<file path="src/rtl/pipeline_ctrl_unit.sv">
// Pipeline sequencer for the 5-stage MIPS core: load-use bubbles, branch flushes, memory freeze and watchdog.
// Optional performance counters are built when PIPE_CTRL_PERF_EN is defined.
module pipeline_ctrl_unit #(
  parameter int MEM_TIMEOUT = 16,
  parameter int CNT_W       = 32
) (
  input  logic             clk,
  input  logic             reset,
  input  logic [4:0]       id_rs,
  input  logic [4:0]       id_rt,
  input  logic             idex_mem_read,
  input  logic [4:0]       idex_rt,
  input  logic             exmem_branch_equal,
  input  logic             exmem_zero,
  input  logic             exmem_mem_read,
  input  logic             exmem_mem_write,
  input  logic             mem_ready,
  output logic             mem_req,
  output logic             pc_write,
  output logic             pc_src,
  output logic             ifid_write,
  output logic             ifid_flush,
  output logic             idex_flush,
  output logic             exmem_flush,
  output logic             pipe_hold,
  output logic             mem_error,
  output logic [1:0]       state,
  output logic [CNT_W-1:0] stall_count,
  output logic [CNT_W-1:0] flush_count
);

  localparam logic [1:0] ST_RUN      = 2'd0;
  localparam logic [1:0] ST_MEM_WAIT = 2'd1;
  localparam logic [1:0] ST_HALT     = 2'd2;

  localparam int WD_RAW = $clog2(MEM_TIMEOUT + 1);
  localparam int WD_W   = (WD_RAW < 1) ? 1 : WD_RAW;
  localparam logic [WD_W-1:0] WD_MAX  = {WD_W{1'b1}};
  localparam logic [WD_W-1:0] WD_LAST = WD_W'(MEM_TIMEOUT - 1);

  logic [1:0]      state_r, next_state_s;
  logic [WD_W-1:0] wd_cnt_r;
  logic            mem_error_r;
  logic            wd_clr_s, wd_inc_s, set_err_s;
  logic            taken_s, memop_s, luh_s;
  logic            mem_req_s, pc_write_s, pc_src_s, ifid_write_s;
  logic            ifid_flush_s, idex_flush_s, exmem_flush_s, pipe_hold_s;

  assign taken_s = exmem_branch_equal & exmem_zero;
  assign memop_s = exmem_mem_read | exmem_mem_write;
  assign luh_s   = idex_mem_read & (idex_rt != 5'd0) &
                   ((idex_rt == id_rs) | (idex_rt == id_rt));

  // Next-state and control decode from current state and hazard inputs.
  always_comb begin
    next_state_s  = state_r;
    wd_clr_s      = 1'b0;
    wd_inc_s      = 1'b0;
    set_err_s     = 1'b0;
    mem_req_s     = 1'b0;
    pc_write_s    = 1'b0;
    pc_src_s      = 1'b0;
    ifid_write_s  = 1'b0;
    ifid_flush_s  = 1'b0;
    idex_flush_s  = 1'b0;
    exmem_flush_s = 1'b0;
    pipe_hold_s   = 1'b0;
    case (state_r)
      ST_RUN: begin
        pc_write_s   = 1'b1;
        ifid_write_s = 1'b1;
        if (taken_s) begin
          pc_src_s      = 1'b1;
          ifid_flush_s  = 1'b1;
          idex_flush_s  = 1'b1;
          exmem_flush_s = 1'b1;
        end else if (memop_s) begin
          mem_req_s = 1'b1;
          if (!mem_ready) begin
            pc_write_s   = 1'b0;
            ifid_write_s = 1'b0;
            pipe_hold_s  = 1'b1;
            next_state_s = ST_MEM_WAIT;
            wd_clr_s     = 1'b1;
          end else if (luh_s) begin
            // single-cycle access still lets the pending load-use bubble through
            pc_write_s   = 1'b0;
            ifid_write_s = 1'b0;
            idex_flush_s = 1'b1;
          end else begin
            next_state_s = ST_RUN;
          end
        end else if (luh_s) begin
          pc_write_s   = 1'b0;
          ifid_write_s = 1'b0;
          idex_flush_s = 1'b1;
        end else begin
          next_state_s = ST_RUN;
        end
      end
      ST_MEM_WAIT: begin
        mem_req_s = 1'b1;
        if (mem_ready) begin
          pc_write_s   = 1'b1;
          ifid_write_s = 1'b1;
          next_state_s = ST_RUN;
        end else begin
          pipe_hold_s = 1'b1;
          wd_inc_s    = 1'b1;
          if ((MEM_TIMEOUT != 0) && (wd_cnt_r == WD_LAST)) begin
            next_state_s = ST_HALT;
            set_err_s    = 1'b1;
          end else begin
            next_state_s = ST_MEM_WAIT;
          end
        end
      end
      ST_HALT: begin
        pipe_hold_s = 1'b1;
      end
      default: begin
        next_state_s = ST_RUN;
      end
    endcase
  end

  // State, watchdog and sticky error registers.
  always_ff @(posedge clk or negedge reset) begin
    if (!reset) begin
      state_r     <= ST_RUN;
      wd_cnt_r    <= {WD_W{1'b0}};
      mem_error_r <= 1'b0;
    end else begin
      state_r <= next_state_s;
      if (wd_clr_s) begin
        wd_cnt_r <= {WD_W{1'b0}};
      end else if (wd_inc_s && (wd_cnt_r != WD_MAX)) begin
        wd_cnt_r <= wd_cnt_r + {{(WD_W-1){1'b0}}, 1'b1};
      end else begin
        wd_cnt_r <= wd_cnt_r;
      end
      if (set_err_s) begin
        mem_error_r <= 1'b1;
      end else begin
        mem_error_r <= mem_error_r;
      end
    end
  end

  // Reset gates every control output so an abandoned access drops mem_req immediately.
  assign mem_req     = mem_req_s     & reset;
  assign pc_write    = pc_write_s    & reset;
  assign pc_src      = pc_src_s      & reset;
  assign ifid_write  = ifid_write_s  & reset;
  assign ifid_flush  = ifid_flush_s  & reset;
  assign idex_flush  = idex_flush_s  & reset;
  assign exmem_flush = exmem_flush_s & reset;
  assign pipe_hold   = pipe_hold_s   & reset;
  assign mem_error   = mem_error_r;
  assign state       = state_r;

`ifdef PIPE_CTRL_PERF_EN
  logic [CNT_W-1:0] stall_cnt_r, flush_cnt_r;
  logic             stall_ev_s, flush_ev_s;

  assign stall_ev_s = ((state_r == ST_RUN) || (state_r == ST_MEM_WAIT)) && !pc_write_s;
  assign flush_ev_s = (state_r == ST_RUN) && taken_s;

  // Saturating performance counters.
  always_ff @(posedge clk or negedge reset) begin
    if (!reset) begin
      stall_cnt_r <= {CNT_W{1'b0}};
      flush_cnt_r <= {CNT_W{1'b0}};
    end else begin
      if (stall_ev_s && (stall_cnt_r != {CNT_W{1'b1}})) begin
        stall_cnt_r <= stall_cnt_r + {{(CNT_W-1){1'b0}}, 1'b1};
      end else begin
        stall_cnt_r <= stall_cnt_r;
      end
      if (flush_ev_s && (flush_cnt_r != {CNT_W{1'b1}})) begin
        flush_cnt_r <= flush_cnt_r + {{(CNT_W-1){1'b0}}, 1'b1};
      end else begin
        flush_cnt_r <= flush_cnt_r;
      end
    end
  end

  assign stall_count = stall_cnt_r;
  assign flush_count = flush_cnt_r;
`else
  assign stall_count = {CNT_W{1'b0}};
  assign flush_count = {CNT_W{1'b0}};
`endif

endmodule
</file>
<file path="config.mk">
export PLATFORM = sky130hd
export DESIGN_NAME = pipeline_ctrl_unit
export DESIGN_NICKNAME = d
export VERILOG_FILES = /design/src/rtl/pipeline_ctrl_unit.sv
export SDC_FILE = /design/constraint.sdc
export NUM_CORES = 1
export LEC_CHECK = 0
export ABC_AREA = 1
export CAP_MARGIN = 20
export CORE_MARGIN = 2
export CORE_UTILIZATION = 34
export CTS_CLUSTER_DIAMETER = 50
export DETAILED_ROUTE_END_ITERATION = 8
export PLACE_DENSITY = 0.82
export RECOVER_POWER = 100
export SYNTH_ARGS = -nofsm -noshare
export SYNTH_HDL_FRONTEND = slang
export SYNTH_SLANG_ARGS = --single-unit
</file>
<file path="constraint.sdc">
create_clock -name clk -period 1.65 [get_ports clk]
set_input_delay 0.33 -clock clk [delete_from_list [all_inputs] [get_ports clk]]
set_output_delay 0.33 -clock clk [all_outputs]
set_load 0.02 [all_outputs]
</file>
==> results of run 1 <==
==> placed cells by master (no fill, tap or decap), drive strengths merged, types with 5 or more instances in the layout <==
cell type	instances
dfrtp	8
inv	24
conb	64
nor2	11
dlygate4sd2	10
nand2	34
buf	28
o21ai	5
clkbuf	11
nand3	12
==> cell type report <==
type                    count  area [sq um]
repair buffers             48         366.6
inverters                  24         92.59
multi-input cells         146         755.7
fillers                   394          2087
clock buffers               3         41.29
flip-flops and latches      8         202.7
well taps                  48         60.06
==> registers in the layout (all words and copies together), names as in the netlist <==
signal / count
wd_cnt_r: 5
mem_error: 1
state: 2
==> repair_timing <==
action / 4_1_cts / 5_1_grt
pin swaps: 20 / 13
setup endpoints to repair: 10 / 12
setup buffers: 2 / 0
resized for setup: 95 / 34
==> power groups by stage <==
| stage | clock [mW] | combinational, mW | sequential [mW] |
|---|---|---|---|
| after floorplan | 0 | 0.290 | 0.200 |
| after global placement | 0 | 0.256 | 0.200 |
| after detailed placement | 0 | 0.259 | 0.200 |
| after CTS | 0.242 | 0.254 | 0.197 |
| after global routing | 0.252 | 0.281 | 0.197 |
| final | 0.234 | 0.256 | 0.197 |
==> through the flow <==
step	power, mW	cell area, sq um	util	hold slack, ns	setup WS [ns]
after floorplan	0.4897	1508	-	0.03441	0.02894
after global placement	0.4557	1474	0.4087	0.4737	-0.7515
after detailed placement	0.4590	1474	0.4087	0.4661	-0.8161
after CTS	0.6928	1524	0.4226	0.2006	0.002001
after global routing	0.7297	1519	0.4212	0.3415	-0.06076
final	0.6869	1519	0.4212	0.2894	0.03328
==> worst paths after layout <==
path / from / end / slack, ns / cells after the start
worst max-delay path: state[1] / pipe_hold / 0.03 / 4
worst min-delay path: reset / wd_cnt_r[0] / 0.29 / 2
worst max register to register: wd_cnt_r[0] / wd_cnt_r[0] / 0.12 / 8
worst min register to register: mem_error / mem_error / 0.48 / 2
max in group asynchronous: reset / state[0] / 1.03 / 2
min in group clk: mem_error / mem_error / 0.48 / 2
==> worst max-delay path: cells and delay by family (launching register included) <==
kind | cells | cell delay, ns
buf+inv | 2 | 0.19
compound gates | 1 | 0.19
simple gates | 1 | 0.24
flops | 1 | 0.43
==> logic make-up after synthesis <==
| kind of cell | count (synthesis) | synth area share |
|---|---|---|
| compound gates | 10 | 0.04748 |
| fa+ha+maj | 3 | 0.02968 |
| buf+inv | 93 | 0.4857 |
| xor+xnor | 3 | 0.02078 |
| other cells | 1 | 0.002965 |
| flops | 8 | 0.1583 |
| simple gates | 66 | 0.2552 |
==> layer usage <==
metal / share of wire / routed length [um] / up-vias
met5: 0 / 0 / -
met4: 0.015 / 36 / 0
met3: 0.097 / 231 / 4
met2: 0.53 / 1275 / 55
met1: 0.35 / 844 / 467
li1: - / - / 528
==> metrics.md, run 1 <==
| Metric | Value |
|---|---|
| Synth warn | 0 |
| Pint | 0.4184 mW |
| Skew final | 0.001524 ns |
| Total Wirelength | 2388 um |
| H-tree levels | 1 |
| Setup crit end kind | primary output |
| CTS Hold Buffers Added | 0 |
| Worst Path Arrival | 1.29 ns |
| Num CTS Buffers | 3 |
| Main synth FF type | dfrtp_1 |
| RSZ-0062 raised after global routing | true |
| Share of cells above drive strength 1 | 0.2926 |
| Most frequent cells after synthesis | buf_4 (68), nand2_1 (33), inv_1 (22) |
| Register area share after synthesis | 0.1583 |
| TritonCTS Sinks | 8 |
| Number of synthesized flops with an enable pin | 0 |
| CTS tree | done |
| Final ANT Viol Nets | 0 |
| Asr flop ratio synth | 1.000 |
| GRT met1 Usage | 0.1231 |
| Combinational share of power | 0.373 |
| Worst hold path class | input pin to asynchronous set/reset pin |
| Post-synth cell types | 29 |
| Die Span X | 65.00 um |
| Slew Viols, Final | 0 |
| Iteration-0 DRC Markers | 42 |
| Cell chain of the critical path | inv_2 -> or2_4 -> a31oi_4 -> buf_6 |
| Delay of the slowest cell on the worst path | 0.43 ns |
| Switching share of total power | 0.3908 |
| Grt met3 use | 0.02257 |
| N_diodes | 0 |
| Largest net degree at the start of global routing | 9 |
| Placed cell count | 272 |
| Fin. Hold Viols | 0 |
| VDD IR max | 186.2 uV |
| CP Class | register to primary output |
| Pre-antenna DRT Iters | 4 |
| All-Layer GR Usage | 0.1160 |
| Port Buffer Count | 33 |
| Final cell count without fillers | 277 |
| Core area | 3606 sq um |
| Req. time, crit path | 1.32 ns |
| Gr busiest metal | met2 |
| Syn Std Cell Area | 1265 sq um |
| Starting Density | 0.3508 |
| Vias | 1054 |
| Peak Freq | 618.5 MHz |
| P_leak | 0.9409 nW |
| Tmin final | 1.617 ns |
| GRT met2 Usage | 0.2204 |
| Worst setup SP type | register |
| Post-synth top area share | 0.4036 |
| Crit path max-delay cell type | dfrtp_2 |
| Vias in the first global route | 919 |
| Top-count cell post-synth | buf_4 |
| Routability Congestion | 0.7983 |
| #FFs+latches synth | 8 |
| Via density | 3.805 |
| # rows | 22 |
| Area Overhead vs Synth | 20.08% |
| Routed length per placed instance | 8.621 um |
| GR Overflow Total | 0 |
| Die area | 4224 sq um |
| Max cap viols | 0 |
| First-pass GRT wire length | 3836 um |
| Clk pwr share | 0.340 |
| Top cell type by total area after synthesis | buf_4 |
| Dominant cells by area after synthesis | buf_4 (40%), dfrtp_1 (16%), nand2_1 (9.8%) |
| Psw | 0.2685 mW |
| Cells after synthesis | 184 |
| Synthesized area per cell | 6.875 sq um |
| Status | finished clean |
| Die height | 65.00 um |
| CP Max Fanout | 5 |
| Final period util | 0.9798 |
| Flop pwr share | 0.287 |
| DRC Markers | 0 |
| Clk pin slew, worst setup/hold paths | 0.04 ns |
| Fin Setup TNS | 0 ns |
| Setup violations, final | 0 |
| DP HPWL | 2018 um |
| CTS root buf | clkbuf_8 |
| Worst-skew pair later-pin latency | 0.23 ns |
| Layout Nets | 257 |
| CTS Buffer Depth | 2 |
| Initial antenna violation count | 0 |
| # IOs | 98 |
| P per Cell Area | 452.2 nW/um^2 |
No activity file was read; power rests on OpenSTA's default activity.
==> inputs of run 2 (changes only) <==
- CORE_MARGIN: 2 -> unset
==> metrics.md, run 2 (synthesis gave the netlist of run 1 again) <==
| Metric | Value |
|---|---|
| DRC Markers | 0 |
| GR Overflow Total | 0 |
| Delay of the slowest cell on the worst path | 0.41 ns |
| Initial antenna violation count | 0 |
| Iteration-0 DRC Markers | 29 |
| Status | finished clean |
| Largest net degree at the start of global routing | 9 |
| Largest Register | wd_cnt_r |
| Worst Setup SP | state[1] |
| Max cap viols | 0 |
| Pre-antenna DRT Iters | 4 |
| Reg2reg setup slack | 0.11 ns |
| Setup violations, final | 0 |
| Req. time, crit path | 1.32 ns |
| Multi-input gate area | 739.5 sq um |
| Via density | 3.700 |
| P per Cell Area | 451.2 nW/um^2 |
| CP top delay family | flip-flops |
| First-pass GRT wire length | 3229 um |
| P_leak | 0.9265 nW |
| # IOs | 98 |
| Layout Nets | 255 |
| # rows | 21 |
| Port Buffer Count | 33 |
| Reg-to-reg endpoint | wd_cnt_r[3] |
| N_diodes | 0 |
| Area after DPL | 1464 sq um |
| Most frequent cells in the layout | conb_1 (64), nand2_1 (31), inv_1 (17) |
| Fin. Hold Viols | 0 |
| RSZ-0062 raised after global routing | true |
| Die height | 63.00 um |
| TritonCTS Sinks | 8 |
| CP Class | register to primary output |
| Num CTS Buffers | 3 |
| CP Buf/Inv Count | 2 |
| Worst hold path class | input pin to asynchronous set/reset pin |
| Worst setup SP type | register |
| Final period util | 0.9903 |
| Skew final | 0.001106 ns |
| Die Span X | 63.00 um |
| Final ANT Viol Nets | 0 |
| Fill cells | 377 |
| Tmin final | 1.634 ns |
| Max reg flops | 5 |
| Fin Setup TNS | 0 ns |
| VDD IR max | 260.5 uV |
| DP HPWL | 1839 um |
| Vias in the first global route | 801 |
| Clk pin slew, worst setup/hold paths | 0.04 ns |
| Starting Density | 0.3675 |
| WP depth | 4 |
| Cell chain of the critical path | inv_2 -> or2_2 -> a31oi_4 -> buf_6 |
| Routed length per placed instance | 7.780 um |
| CTS tree | done |
| Hold_ws | 0.2657 ns |
| CTS root buf | clkbuf_8 |
| H-tree levels | 1 |
| CTS Buffer Depth | 2 |
| Peak Freq | 612.0 MHz |
| Setup crit end kind | primary output |
| Share of cells above drive strength 1 | 0.2511 |
| Worst Path Arrival | 1.30 ns |
| CP Max Fanout | 5 |
| Die area | 3968 sq um |
| Slew Viols, Final | 0 |
| Crit path max-delay cell type | dfrtp_2 |
| Design area | 1496 sq um |
| Total Wirelength | 2124 um |
| Most common cell after layout, fill and taps aside | conb_1 |
| Post-route core utilization | 0.4348 |
| Area Overhead vs Synth | 18.30% |
| Reg2Reg Depth | 8 |
| Vias | 1010 |
| Register area | 201.4 sq um |
| Worst-skew pair later-pin latency | 0.23 ns |
| Core area | 3442 sq um |
| All-Layer GR Usage | 0.1013 |
| Worst reg2reg startpoint | wd_cnt_r[0] |
| CP endpoint | pipe_hold |
| Routability Congestion | 0.7249 |
## run 2: cell count changes in the layout (fill, tap and decap cells not counted), sizes merged
cell and change:
clkbuf +1, dlygate4sd2 +2, buf -7, clkdlybuf4s15 +2
## run 2: worst min-delay path by stage
stage	startpoint	end	cells past startpoint	slack, ns
after floorplan	reset	mem_error	0	0.03
after global placement	mem_error	mem_error	2	0.47
after detailed placement	mem_error	mem_error	2	0.46
after CTS	reset	wd_cnt_r[4]	2	0.19
after global routing	reset	wd_cnt_r[3]	2	0.32
final	reset	wd_cnt_r[4]	2	0.27
## run 2: layout make-up
class | count | share of cell area
tap | 46 | 0.03846
timing repair buffer | 46 | 0.2433
clock buffer | 3 | 0.02759
sequential | 8 | 0.1346
multi-input combinational | 146 | 0.4941
inverter | 24 | 0.06187
## run 2: stage by stage
stage	std cells	setup WS (ns)	power, mW
final	273	0.01606	0.6752
after global routing	273	-0.05383	0.7203
after CTS	273	-0.02618	0.6855
after detailed placement	269	-0.7571	0.4552
after global placement	269	-0.7397	0.4533
after floorplan	247	0.02894	0.4897
## run 2: power breakdown
group / internal (mW) / total, mW / switching (mW)
Combinational: 0.0582 / 0.246 / 0.187
Clock: 0.158 / 0.232 / 0.0746
Sequential: 0.197 / 0.197 / 0
## run 2: per-layer routing
metal / global-route usage / vias to the layer above / wire length, um
met4: 0.04360 / 0 / 19
met5: 0 / - / 0
met3: 0.02372 / 2 / 148
met2: 0.1707 / 50 / 1059
li1: - / 521 / -
met1: 0.1210 / 437 / 897
## run 2: worst register-to-register path: cells and delay by family, from the launching register on
family / cells / cell delay [ns]
AO/OA/AOI/OAI: 2 / 0.16
buffers and inverters: 1 / 0.06
AND/OR/NAND/NOR: 3 / 0.45
adder cells (fa/ha/maj): 2 / 0.40
flip-flops: 1 / 0.39
## run 2: what timing repair did
action                     4_1_cts  5_1_grt
resized for setup               84       25
hold buffers                     0        0
setup buffers                    1        0
cloned                           0        0
setup endpoints to repair       10       13
pin swaps                       13       13
==> inputs of run 3 (changes only) <==
- ABC_CLOCK_PERIOD_IN_PS: unset -> 1650
==> results of run 3 <==
No change in the layout: final DEF, timing and power equal those of run 2.
